`config.mk`:
```
export PLATFORM = sky130hd
export DESIGN_NAME = mem_arbiter
export DESIGN_NICKNAME = d
export VERILOG_FILES = /design/src/rtl/atom_pkg.sv /design/src/rtl/arb_watchdog.sv /design/src/rtl/mem_arbiter.sv
export SDC_FILE = /design/constraint.sdc
export NUM_CORES = 1
export LEC_CHECK = 0
export BUFFER_PORTS_ARGS = -buffer_cell sky130_fd_sc_hd__buf_2
export CAP_MARGIN = 20
export CORE_MARGIN = 2
export CORE_UTILIZATION = 46
export CTS_CLUSTER_SIZE = 25
export DETAILED_ROUTE_END_ITERATION = 7
export HOLD_SLACK_MARGIN = 0.03
export PLACE_DENSITY = 0.8
export SYNTH_ARGS = -nofsm -noshare
export SYNTH_HDL_FRONTEND = slang
export SYNTH_HIERARCHICAL = 1
export SYNTH_SLANG_ARGS = --single-unit
```
`constraint.sdc`:
```
create_clock -name clk -period 2.9 [get_ports clk]
set_input_delay 0.29 -clock clk [delete_from_list [all_inputs] [get_ports clk]]
set_output_delay 0.29 -clock clk [all_outputs]
set_load 0.05 [all_outputs]
```
`src/rtl/atom_pkg.sv`:
```
// Shared definitions for the memory arbiter: FSM states, grant encoding,
// watchdog sizing and the grant-selection rule.
package atom_pkg;

  localparam int TIMEOUT_DEFAULT = 16;
  localparam int WD_WIDTH        = 8;

  typedef enum logic [1:0] {
    IDLE    = 2'd0,
    BUSY_IF = 2'd1,
    BUSY_D  = 2'd2,
    RESP    = 2'd3
  } arb_state_e;

  typedef enum logic {
    GNT_IF = 1'b0,
    GNT_D  = 1'b1
  } grant_e;

  // On contention the requester that did not win last time gets the port.
  function automatic grant_e pick_grant(input logic if_req, input logic d_req,
                                        input grant_e last);
    grant_e g;
    if (if_req && d_req) begin
      if (last == GNT_IF) g = GNT_D;
      else                g = GNT_IF;
    end else if (d_req) begin
      g = GNT_D;
    end else begin
      g = GNT_IF;
    end
    return g;
  endfunction

endpackage

```
`src/rtl/arb_watchdog.sv`:
```
// Transaction watchdog: counts stalled memory cycles since the last clear and
// flags the cycle in which the count reaches TIMEOUT.
module arb_watchdog
  import atom_pkg::*;
#(
  parameter int TIMEOUT = TIMEOUT_DEFAULT
) (
  input  logic clk,
  input  logic rst_n,
  input  logic clear,
  input  logic enable,
  output logic expire
);

  localparam logic [WD_WIDTH-1:0] LAST_COUNT = WD_WIDTH'(TIMEOUT - 1);

  logic [WD_WIDTH-1:0] cnt;

  always_ff @(posedge clk) begin
    if (!rst_n || clear) begin
      cnt <= '0;
    end else if (enable) begin
      cnt <= cnt + WD_WIDTH'(1);
    end
  end

  // The stalled cycle that would bring the count to TIMEOUT is the abort cycle.
  assign expire = enable && (cnt == LAST_COUNT);

endmodule

```
`src/rtl/mem_arbiter.sv`:
```
// Two-requester (fetch / data) arbiter onto a single external memory port,
// with alternating priority on contention and a per-transaction watchdog.
module mem_arbiter
  import atom_pkg::*;
#(
  parameter int XLEN    = 32,
  parameter int TIMEOUT = TIMEOUT_DEFAULT
) (
  input  logic            clk,
  input  logic            rst_n,
  input  logic            if_req,
  input  logic [XLEN-1:0] if_addr,
  output logic            if_ack,
  output logic [XLEN-1:0] if_rdata,
  output logic            if_err,
  input  logic            d_req,
  input  logic            d_we,
  input  logic [3:0]      d_be,
  input  logic [XLEN-1:0] d_addr,
  input  logic [XLEN-1:0] d_wdata,
  output logic            d_ack,
  output logic [XLEN-1:0] d_rdata,
  output logic            d_err,
  output logic            m_req,
  output logic            m_we,
  output logic [3:0]      m_be,
  output logic [XLEN-1:0] m_addr,
  output logic [XLEN-1:0] m_wdata,
  input  logic            m_ack,
  input  logic [XLEN-1:0] m_rdata
);

  arb_state_e state_q, state_d;
  grant_e     last_grant, grant;
  logic       do_grant, busy, wd_en, wd_expire;
  logic       finish_ok, finish_to;

  assign busy     = (state_q == BUSY_IF) || (state_q == BUSY_D);
  assign do_grant = (state_q == IDLE) && (if_req || d_req);
  assign grant    = pick_grant(if_req, d_req, last_grant);
  assign wd_en    = busy && !m_ack;

  arb_watchdog #(.TIMEOUT(TIMEOUT)) u_watchdog (
    .clk    (clk),
    .rst_n  (rst_n),
    .clear  (do_grant),
    .enable (wd_en),
    .expire (wd_expire)
  );

  // NOTE: every signal written here gets a default first, otherwise paths
  // that skip an assignment infer latches.
  always_comb begin
    state_d   = state_q;
    finish_ok = 1'b0;
    finish_to = 1'b0;
    case (state_q)
      IDLE: begin
        if (do_grant) state_d = (grant == GNT_D) ? BUSY_D : BUSY_IF;
      end
      BUSY_IF, BUSY_D: begin
        // A memory ack wins over a simultaneous watchdog expiry.
        if (m_ack) begin
          finish_ok = 1'b1;
          state_d   = RESP;
        end else if (wd_expire) begin
          finish_to = 1'b1;
          state_d   = RESP;
        end
      end
      RESP:    state_d = IDLE;
      default: state_d = IDLE;
    endcase
  end

  // NOTE: sequential state uses non-blocking assignments so every register
  // samples pre-edge values regardless of statement order.
  always_ff @(posedge clk) begin
    if (!rst_n) begin
      state_q    <= IDLE;
      last_grant <= GNT_IF;
      m_req      <= 1'b0;
      m_we       <= 1'b0;
      m_be       <= '0;
      m_addr     <= '0;
      m_wdata    <= '0;
      if_ack     <= 1'b0;
      if_err     <= 1'b0;
      if_rdata   <= '0;
      d_ack      <= 1'b0;
      d_err      <= 1'b0;
      d_rdata    <= '0;
    end else begin
      state_q <= state_d;
      if_ack  <= 1'b0;
      if_err  <= 1'b0;
      d_ack   <= 1'b0;
      d_err   <= 1'b0;

      if (do_grant) begin
        last_grant <= grant;
        m_req      <= 1'b1;
        if (grant == GNT_D) begin
          m_addr  <= d_addr;
          m_we    <= d_we;
          m_be    <= d_be;
          m_wdata <= d_wdata;
        end else begin
          m_addr  <= if_addr;
          m_we    <= 1'b0;
          m_be    <= 4'hF;
          m_wdata <= '0;
        end
      end

      if (finish_ok || finish_to) begin
        m_req <= 1'b0;
        if (state_q == BUSY_IF) begin
          if_ack   <= 1'b1;
          if_err   <= finish_to;
          if_rdata <= finish_ok ? m_rdata : '0;
        end else begin
          d_ack <= 1'b1;
          d_err <= finish_to;
          // Completed writes leave the last read value in place.
          if (finish_to)  d_rdata <= '0;
          else if (!m_we) d_rdata <= m_rdata;
        end
      end
    end
  end

endmodule

```
==> impl_results.md <==
* Hold Crit Class: input port to register
* Max-Slew Margin vs Limit at 58.5%
* Worst EP arrival at 2930 ps
* Vias at 5056
* Worst-Skew Late Latency at 410 ps
* Critical Path Most Common Cell: inv_1
* CTS Hold Bufs at 0
* Vias in the first global route at 4720
* First-pass GRT wire length at 23100 µm
* Gr busiest metal: met2
* Placer Congestion at 0.809
* RSZ-0062 raised after global routing: no
* Setup Skew at 4.40 ps
* Largest stage delay, worst path at 450 ps
* CTS tree: done
* Syn_area_per_cell at 9.83 µm²
* DIE HEIGHT at 114 µm
* Critical-path cell list: inv_1, ha_1, nand2b_1, inv_1, nand4_2, nor2_1, nor2b_1, o211ai_4, buf_4, mux2i_1
* Met3 GRT Util at 6.54%
* Final-report hold violation count at 0
* Final total negative setup slack at 0 ps
* Die span in x at 114 µm
* Met2 Use GR at 38.9%
* Overflow after GRT at 0
* CTS Buf Count at 17
* Commonest non-fill, non-tap cells in the layout: buf_2 (274), dfxtp_1 (149), nand2_1 (104)
* Nets at 960
* Critical Path Fanout Max at 32
* Starting Density at 46.6%
* Min Hold Slack at 91.1 ps
* Post-synth top flop: dfxtp_1
* Leakage power at 3.82 nW
* Post-CTS Setup Repair Bufs at 0
* Worst setup EP type: register
* Worst VDD drop at 0.772 mV
* Routed Antenna Nets at 0
* Number of synthesized flops with an enable pin at 0
* Syn nets at 704
* Placed cell area at 6920 µm²
* Drt pass-1 iters at 5
* Core area at 11900 µm²
* Post-CTS sizing at 0
* CP startpoint kind: register
* Clock Tree Buf Depth at 2
* Slew @ Worst Pin at 622 ps
* Largest net degree at the start of global routing at 65
* Maxcap violations at 0
* Max Freq at 377 MHz
* Final WL at 14800 µm
* Clock net sink count at 149
* Status: finished clean
* Fin cells at 979
* Slowest cell on crit path: ha_1
* P per Cell Area at 1040 nW/µm²
* Most common cell after layout, fill and taps aside: buf_2
* Post-synth ARST share at 0%
* Placed Cells at 946
* Layout cells sized above 1 at 38.9%
* DP Wirelength at 10200 µm
* H-tree Lvls at 4
* Post-Syn Area at 5520 µm²
* Total power at 7.84 mW
* Vias/cell at 5.16
* Initial antenna violation count at 2
* Synthesis-stage register bit count at 149
* Mapped Cells at 562
* Worst path top cell family by delay: simple AND/OR/NAND/NOR gates
* Die area at 12900 µm²
* Ports at 276
* Register area share after synthesis at 54.0%
* Grt met1 use at 26.3%
* Rows at 40
* Worst endpoint required time at 3180 ps
* Fin crit period at 2650 ps
* Routed length per instance at 15.1 µm
* Slew Limit Fails at 0
* Fin crit share at 91.4%
* DRC violations left at 0
* Clock slew at reported path FFs at 60 ps
* Number of synthesis warnings at 6
* Setup-failing EPs final at 0
* Area Overhead vs Synth at 36.1%
* CTS root buf: clkbuf_16
* GRT Overall Usage at 22.4%
* Port Buffers at 275
* Yosys cell types at 40
* Critical path class: register to register
* Crit path buffers/inverters at 3
* Drt first-iter violations at 343
* Final Cell Area at 7510 µm²
==> synth_stat cells, types with 2 or more instances <==
| cell | n | area (µm²) |
|---|---|---|
| a21oi_1 | 5 | 25.0 |
| nor2_1 | 12 | 45.0 |
| o21a_1 | 2 | 15.0 |
| a22o_1 | 65 | 569 |
| xor2_1 | 3 | 26.3 |
| nor2b_1 | 2 | 12.5 |
| ha_1 | 4 | 50.1 |
| o21ai_1 | 34 | 170 |
| buf_1 | 3 | 11.3 |
| buf_4 | 4 | 30.0 |
| nand2b_1 | 2 | 12.5 |
| clkbuf_1 | 15 | 56.3 |
| a31oi_1 | 32 | 200 |
| nand4_1 | 3 | 18.8 |
| o221a_1 | 4 | 45.0 |
| nand2_1 | 104 | 390 |
| or3_1 | 3 | 18.8 |
| inv_1 | 4 | 15.0 |
| o21ai_0 | 3 | 15.0 |
| dfxtp_1 | 149 | 2980 |
| mux2i_1 | 35 | 350 |
| buf_2 | 22 | 110 |
| nand3_1 | 32 | 160 |
| buf_6 | 4 | 45.0 |
==> through the flow <==
step           worst slack (ps)  utilization [%]
6_report                    249             63.4
5_1_grt                    14.4             63.3
4_1_cts                     277             63.3
3_5_place_dp                307             58.3
3_3_place_gp                402             58.3
2_1_floorplan               732                -
==> kinds of logic after synthesis <==
| family | Yosys count | synth area share [%] |
|---|---|---|
| simple gates | 164 | 12.8 |
| flops | 149 | 54.0 |
| buf+inv | 53 | 4.92 |
| xor+xnor | 4 | 0.634 |
| mux | 35 | 6.34 |
| fa+ha+maj | 4 | 0.906 |
| compound gates | 153 | 20.4 |
==> final cells by class <==
class / instances / area [µm²]
antenna: 2 / 5.00
clock buffer: 18 / 429
clock inverter: 13 / 160
fill: 978 / 4350
inverter: 5 / 18.8
multi-input combinational: 360 / 2280
sequential: 149 / 2980
tap: 147 / 184
timing repair buffer: 285 / 1450
==> path summary, 6_finish.rpt <==
check / from / endpoint / slack [ps] / cells after the start
setup / recovery: state_q[1]$_SDFFE_PN0P_ / d_rdata[1]$_SDFFE_PN0P_ / 250 / 10
hold / removal: d_wdata[5] / m_wdata[5]$_SDFFE_PN0P_ / 90 / 2
setup reg to reg: state_q[1]$_SDFFE_PN0P_ / d_rdata[1]$_SDFFE_PN0P_ / 250 / 10
hold reg to reg: d_rdata[8]$_SDFFE_PN0P_ / d_rdata[8]$_SDFFE_PN0P_ / 460 / 2
==> report_power, final <==
part / internal (mW) / leakage [nW] / switching (mW)
Sequential: 2.45 / 1.22 / 0.208
Clock: 1.34 / 0.274 / 0.832
Combinational: 0.793 / 2.33 / 2.21
Total: 4.59 / 3.82 / 3.25
==> registers in the layout, indices dropped and copies added (netlist names) <==
signal and flops:
d_rdata 32, d_ack 1, d_err 1, state_q 2, if_rdata 32, u_watchdog/cnt 8
last_grant 1, if_ack 1, m_we 1, m_req 1, m_be 4, if_err 1
m_wdata 32, m_addr 32
==> per-layer routing <==
layer	up-vias	share of wire, %	wire length, µm
met5	-	0	0
met4	0	2.2	331
met3	23	6.2	915
met1	2323	42	6260
met2	179	49	7260
li1	2531	-	-
==> worst register-to-register path: stages, from the launching register on <==
cell and delay, ps:
dfxtp_1 340, inv_1 80, ha_1 450, nand2b_1 130
inv_1 200, nand4_2 150, nor2_1 290, nor2b_1 270
o211ai_4 90, buf_4 310, mux2i_1 200
Power figures use the tool's default switching activity.
